[src/rtl/upsampling_core_2x2_cxy.sv]
// upsampling_core_2x2_cxy: nearest-neighbour 2x2 unpooling; each input pixel is doubled
// horizontally and each input line is replayed once from a line buffer.
module upsampling_core_2x2_cxy #(
   parameter int P_WIDTH  = 64,
   parameter int P_HEIGHT = 64,
   parameter int P_WCNT_W = 6,
   parameter int P_HCNT_W = 6,
   parameter int DW       = 24
) (
   input  logic          CLK,
   input  logic          RSTn,
   input  logic          DIN_VALID,
   input  logic [DW-1:0] DIN,
   input  logic          DIN_LAST_IN_LINE,
   input  logic          DIN_LAST_PIX,
   output logic          DIN_READY,
   output logic [DW-1:0] OUT,
   output logic          VALID,
   output logic          LAST_IN_LINE,
   output logic          LAST_PIX,
   input  logic          OUT_READY,
   output logic          FRAME_ERR
);
   localparam int HW = P_WIDTH / 2;
   localparam int HH = P_HEIGHT / 2;

   typedef enum logic {S_ROW_A, S_ROW_B} state_t;

   state_t              state;
   logic                ph;
   logic [P_WCNT_W-2:0] h_cnt;
   logic [P_HCNT_W-2:0] v_cnt;
   logic [DW-1:0]       hold;
   logic [DW-1:0]       line_buf [HW];
   logic                load, accept, h_last, v_last;

   assign load      = ~VALID | OUT_READY;
   assign DIN_READY = (state == S_ROW_A) & ~ph & load;
   assign accept    = DIN_VALID & DIN_READY;
   assign h_last    = h_cnt == (P_WCNT_W-1)'(HW - 1);
   assign v_last    = v_cnt == (P_HCNT_W-1)'(HH - 1);

   // Line storage is deliberately left out of reset; it is always rewritten before replay.
   always_ff @(posedge CLK) begin
      if (accept) begin
         line_buf[h_cnt] <= DIN;
         hold            <= DIN;
      end
   end

   always_ff @(posedge CLK or negedge RSTn) begin
      if (!RSTn) begin
         state        <= S_ROW_A;
         ph           <= 1'b0;
         h_cnt        <= '0;
         v_cnt        <= '0;
         OUT          <= '0;
         VALID        <= 1'b0;
         LAST_IN_LINE <= 1'b0;
         LAST_PIX     <= 1'b0;
         FRAME_ERR    <= 1'b0;
      end else begin
         if (accept && (DIN_LAST_IN_LINE != h_last || DIN_LAST_PIX != (h_last & v_last)))
            FRAME_ERR <= 1'b1;
         if (load) begin
            if (state == S_ROW_A && !ph) begin
               VALID <= accept;
               if (accept) begin
                  OUT          <= DIN;
                  LAST_IN_LINE <= 1'b0;
                  LAST_PIX     <= 1'b0;
                  ph           <= 1'b1;
               end
            end else begin
               OUT          <= (state == S_ROW_A) ? hold : line_buf[h_cnt];
               VALID        <= 1'b1;
               ph           <= ~ph;
               LAST_IN_LINE <= 1'b0;
               LAST_PIX     <= 1'b0;
               // Second copy of a pixel: advance the column, and close the row on its last column.
               if (ph) begin
                  LAST_IN_LINE <= h_last;
                  h_cnt        <= h_last ? '0 : h_cnt + 1'b1;
                  if (h_last)
                     state <= (state == S_ROW_A) ? S_ROW_B : S_ROW_A;
                  if (h_last && state == S_ROW_B) begin
                     LAST_PIX <= v_last;
                     v_cnt    <= v_last ? '0 : v_cnt + 1'b1;
                  end
               end
            end
         end
      end
   end
endmodule

[config.mk]
export PLATFORM = sky130hd
export DESIGN_NAME = upsampling_core_2x2_cxy
export DESIGN_NICKNAME = d
export VERILOG_FILES = /design/src/rtl/upsampling_core_2x2_cxy.sv
export SDC_FILE = /design/constraint.sdc
export NUM_CORES = 1
export LEC_CHECK = 0
export ABC_CLOCK_PERIOD_IN_PS = 9100
export CORE_ASPECT_RATIO = 1.1
export CORE_MARGIN = 2
export CORE_UTILIZATION = 50
export CTS_CLUSTER_SIZE = 25
export DETAILED_ROUTE_END_ITERATION = 12
export GPL_TIMING_DRIVEN = 0
export HOLD_SLACK_MARGIN = 0.03
export PLACE_DENSITY = 0.66
export SLEW_MARGIN = 20
export SYNTH_ARGS = -nofsm -noshare
export SYNTH_HDL_FRONTEND = slang
export SYNTH_SLANG_ARGS = --single-unit
[constraint.sdc]
create_clock -name CLK -period 9.1 [get_ports CLK]
set_input_delay 0.91 -clock CLK [delete_from_list [all_inputs] [get_ports CLK]]
set_output_delay 0.91 -clock CLK [all_outputs]
set_load 0.02 [all_outputs]
=== Yosys cells after proc, flatten, opt, wreduce, memory -nomap -nowiden ===
Memory sizes are Yosys's and may differ from the RTL's.
Cells that the tools add are included.

* Register bits after elaboration: 64
* Bits in writable memories: 768
* Input port bits: 30
* Output and inout port bits: 29
* Logic and storage cells: 53
* Memories kept: 1

* Add/sub/neg operators: 2
* Equal/unequal tests: 5
* Mux-type cells: 17
* Bitwise logic cells: 9
* Reductions and logical operators: 9

{| class="wikitable"
|+ Memory list
! name !! depth !! bits a word !! rd ports !! clocked after memory_dff !! write ports !! line !! source
|-
| line_buf || 32 || 24 || 1 || 0 || 1 || 34 || <nowiki>logic [DW-1:0] line_buf [HW];</nowiki>
|}

{| class="wikitable"
|+ Operator list
! operator !! number
|-
| $mux W24 || 3
|-
| $mux W1 || 12
|-
| $add A5 B1 Y5 const B || 2
|-
| $eq A5 B5 Y1 const B || 2
|-
| $mux W5 || 2
|-
| $reduce_and A4 Y1 || 2
|-
| $and A1 B1 Y1 || 4
|-
| $not A1 Y1 || 4
|-
| $logic_and A1 B1 Y1 || 3
|-
| $reduce_and A3 Y1 || 1
|-
| $ne A1 B1 Y1 || 2
|-
| $ne A2 B2 Y1 const B || 1
|-
| $reduce_and A2 Y1 || 1
|-
| $logic_not A1 Y1 || 1
|-
| $logic_or A1 B1 Y1 || 1
|-
| $or A1 B1 Y1 || 1
|}

=== Longest topological paths before layout ===
* Word-level depth: 6
* Gate-level depth with buffers: 9
* Mapped depth without buffers: 7

=== Least setup slack after synthesis ===
No wires, ideal clock.

* Path kind: input port to flip-flop
* Start point: in OUT_READY
* End point: mem line_buf[10][0] (enable)
* Setup time: 0.405 ns
* Arrival: 3.773 ns
* Required time: 8.695 ns
* Setup slack: 4.922 ns
* Stages on the path: 7
* Path buffers: 2
* Path through: nand2b_1 -> buf_2 -> nor3b_1 -> and2_0 -> buf_2 -> nand2_1 -> nor2_1

* Word-level cells in the longest chain between the ends: 5

{| class="wikitable"
|+ Ends and longest elaborated chain
! item !! line !! source
|-
| from (decl) || 21 || <nowiki>input logic OUT_READY,</nowiki>
|-
| $or A1 B1 Y1 || 37 || <nowiki>assign load = ~VALID | OUT_READY;</nowiki>
|-
| $and A1 B1 Y1 || 38 || <nowiki>assign DIN_READY = (state == S_ROW_A) & ~ph & load;</nowiki>
|-
| net DIN_READY || 16 || <nowiki>output logic DIN_READY,</nowiki>
|-
| $and A1 B1 Y1 || 39 || <nowiki>assign accept = DIN_VALID & DIN_READY;</nowiki>
|-
| net accept || 35 || <nowiki>logic load, accept, h_last, v_last;</nowiki>
|-
| $mux W1 || 45 || <nowiki>if (accept) begin</nowiki>
|-
| $mux W1 (not written as such) || 46 || <nowiki>line_buf[h_cnt] <= DIN;</nowiki>
|-
| to (decl) || 34 ||
|}

The timed path passes the listed nets, and every way through them passes these cells.

=== Worst setup path after layout ===
* Start point: in OUT_READY
* End point: mem line_buf[4][8] (enable)

* Word-level cells in the longest chain between the ends: 5

{| class="wikitable"
|+ Ends and longest elaborated chain
! item !! line
|-
| $or A1 B1 Y1 || 37
|-
| $and A1 B1 Y1 || 38
|-
| $and A1 B1 Y1 || 39
|-
| net accept || 35
|-
| $mux W1 || 45
|-
| $mux W1 (not written as such) || 46
|}

The timed path passes the listed nets, and every way through them passes these cells.

==> flow_summary.json <==
{
  "synth_ff_type": "edfxtp_1",
  "layout-area-overhead-vs-synth_pct": 16.69,
  "synthCells": 1774,
  "antenna_found_initial": 1,
  "yosysMostFrequentCell": "edfxtp_1",
  "insertion_delay_ps": 640,
  "cts_resized": 0,
  "cts-root-buf": "clkbuf_16",
  "synthesis.area_um2": 32310,
  "synth.distinct_cells": 55,
  "fin_setup_tns_ps": 0,
  "p_clk_share_pct": 31.7,
  "cts_made_buffers": 82,
  "avgSynthCellArea_um2": 18.21,
  "finalHoldViolCount": 0,
  "fin_area_um2": 37700,
  "p_leak_uw": 0.01260,
  "numPortBuffers": 58,
  "clock_path_buffers": 3,
  "grt_max_degree": 35,
  "drv_cap": 0,
  "ys_seq_elements": 832,
  "outcome": "complete, no violations",
  "tightest_slew_ps": 1235,
  "power_frac_comb_pct": 26.6,
  "crit_type": "primary input to flip-flop",
  "grt_pass1_vias": 17086,
  "synth_warnings": 0,
  "synth-async-reset-ratio_pct": 4.808,
  "cp.depth": 9,
  "drive_gt1_share_pct": 17.25,
  "synth.area.top_cells": "edfxtp_1 (74%), mux2i_1 (9.1%), dfrtp_1 (3.1%), o22ai_1 (2.5%), mux4_2 (2.4%)",
  "core_area_um2": 63840,
  "drtAntennaViolNets": 0,
  "slowest_delay_ps": 710,
  "gp_congestion": 0.8953,
  "yosysSeqAreaShare_pct": 76.71,
  "cp_max_fo": 29,
  "cp.buffers_inverters": 4,
  "synth_edf_count": 792,
  "worstPathCellList": "clkdlybuf4s50_1 -> nand2b_1 -> buf_2 -> nor3b_1 -> and2_0 -> buf_2 -> nand2_1 -> nor2_4 -> buf_16",
  "drt_wl_total_um": 81880,
  "slowest_stage": "nand2_1",
  "ioPinCount": 59,
  "track_usage_pct": 24.77,
  "postCtsHoldBufs": 0,
  "place_area_um2": 35010,
  "r2r-end": "line_buf[4][8]",
  "path_clk_slew_ps": 60,
  "synth_top_area_cell": "edfxtp_1",
  "seqPwrFrac_pct": 41.7,
  "peakVddDrop_mv": 0.1789,
  "p_sw_uw": 3296,
  "place_hpwl_um": 54260,
  "die_y_um": 270.6,
  "vias": 17305,
  "p_sw_share_pct": 30.90,
  "reg2regPathDepth": 8,
  "route.detailed.drc": 0,
  "yosys.area.top_type_share_pct": 73.61,
  "post_cts_buffers": 0,
  "max_slew_margin_pct": 16.88,
  "wire_per_inst_um": 28.59,
  "grt_pass1_wl_um": 118000,
  "layout_min_cycle_time_ps": 4294,
  "fmax_mhz": 232.9,
  "cts_tree": "built",
  "slew_viol_final": 0,
  "critPathCaptureType": "flip-flop",
  "grt-ovfl-total": 0,
  "finalClockSkew_ps": 29.19,
  "path_common_cell": "buf_2",
  "nFillCells": 4666,
  "antenna_cells": 0,
  "ctsHtreeMaxLevel": 3,
  "final_nets": 1994,
  "die_area_um2": 66670,
  "min_path_type": "primary input to asynchronous set/reset pin",
  "row_count": 97,
  "crit_family": "simple AND/OR/NAND/NOR gates",
  "r2r_start": "VALID",
  "start_util_pct": 50.61,
  "arrival_ps": 4630,
  "drt_first_pass_iters": 5,
  "die_w_um": 246.4,
  "rsz0062_at_grt": "false",
  "period_share_pct": 47.19,
  "utilization_pct": 59.05,
  "powerDensity_nw_per_um2": 283.0,
  "cp-start-kind": "primary input",
  "synth_top_cells_by_count": "edfxtp_1 (792), mux2i_1 (294), o22ai_1 (131)",
  "drtIter0Drc": 1926,
  "p_int_uw": 7372,
  "rrSetupSlack_ps": 5180,
  "via_per_inst": 6.042,
  "setup_viol": 0,
  "cts_num_sinks": 832,
  "synthesis.nets": 1812,
  "required_ps": 9440
}
-- registers in the layout, summed over array words and instances, names as in the netlist --
register / count
v_cnt: 5
OUT: 24
VALID: 1
FRAME_ERR: 1
LAST_PIX: 1
state: 1
LAST_IN_LINE: 1
ph: 1
h_cnt: 5
hold: 24
line_buf: 768
-- worst register-to-register path: stages, from the launching register on --
cell and delay [ps]:
dfrtp_1 380, nand2b_1 140, buf_2 340, nor3b_1 410, and2_0 170, buf_2 550, nand2_1 720, nor2_4 700
buf_16 220
-- power by group through the flow --
stage	sequential, µW	clock [µW]	combinational, µW
2_1_floorplan	4560	0	1690
3_3_place_gp	4540	0	2710
3_5_place_dp	4530	0	2830
4_1_cts	4450	3420	2840
5_1_grt	4460	3570	2980
6_report	4450	3380	2830
-- area by class of cell --
class / count / area [µm²] / share of cell area (%)
multi-input combinational: 832 / 7221 / 19.15
inverter: 5 / 18.77 / 0.04978
clock inverter: 38 / 392.9 / 1.042
clock buffer: 113 / 2300 / 6.100
sequential: 832 / 24780 / 65.74
tap: 841 / 1052 / 2.791
timing repair buffer: 98 / 1364 / 3.618
buffer: 105 / 568.0 / 1.507
-- through the flow --
| step | instances | hold slack, ps | setup WS [ps] | total power (µW) |
|---|---|---|---|---|
| floorplan | 1774 | 463.7 | 4922 | 6245 |
| global placement | 2673 | 442.1 | 3195 | 7246 |
| detailed placement | 2713 | 452.2 | 4140 | 7358 |
| CTS | 2864 | 207.1 | 4800 | 10700 |
| global route | 2864 | 245.7 | 4581 | 11000 |
| finish | 2864 | 227.8 | 4806 | 10670 |
-- cell usage in the layout, fill, tap and decap left out, types with 12 or more instances in the layout --
| cell type | count |
|---|---|
| clkdlybuf4s50_1 | 33 |
| a2111oi_1 | 18 |
| buf_16 | 15 |
| mux2_2 | 17 |
| mux2i_1 | 294 |
| nor2b_1 | 25 |
| a311oi_1 | 20 |
| buf_12 | 24 |
| nor4_1 | 16 |
| nand2_1 | 71 |
| mux4_2 | 35 |
| o21ai_0 | 31 |
| nand3_1 | 12 |
| dfrtp_1 | 40 |
| edfxtp_1 | 792 |
| nor2_4 | 32 |
| clkbuf_1 | 53 |
| clkbuf_16 | 83 |
| a2111oi_0 | 24 |
| clkinv_1 | 13 |
| nor2_1 | 27 |
| o22ai_1 | 131 |
| buf_2 | 72 |
| buf_6 | 12 |
-- worst max path at each step --
stage	from	endpoint	slack, ps
global placement	OUT_READY	line_buf[4][13]	3190
global route	OUT_READY	line_buf[1][13]	4580
floorplan	OUT_READY	line_buf[10][0]	4920
finish	OUT_READY	line_buf[4][8]	4810
CTS	OUT_READY	line_buf[4][8]	4800
detailed placement	OUT_READY	line_buf[4][15]	4140
-- layer usage --
metal	up-vias	routed length (µm)	GRT usage, %
met5	-	0	0
met2	735	38640	38.29
met1	8898	33820	35.55
met3	106	6716	4.246
li1	7566	-	-
met4	0	2703	9.131
-- cells by family (layout without fill, tap and decap cells) --
| logic type | Yosys count | in the layout | synth area share [%] |
|---|---|---|---|
| AOI/OAI and AO/OA | 249 | 249 | 5.364 |
| xor gates and xnor gates | 2 | 2 | 0.05423 |
| adders and majority gates | 8 | 8 | 0.3098 |
| buffers and inverters | 110 | 359 | 1.816 |
| DFF | 832 | 832 | 76.71 |
| muxes | 354 | 354 | 12.42 |
| and+or+nand+nor | 219 | 219 | 3.323 |
No activity file was read; power rests on OpenSTA's default activity.
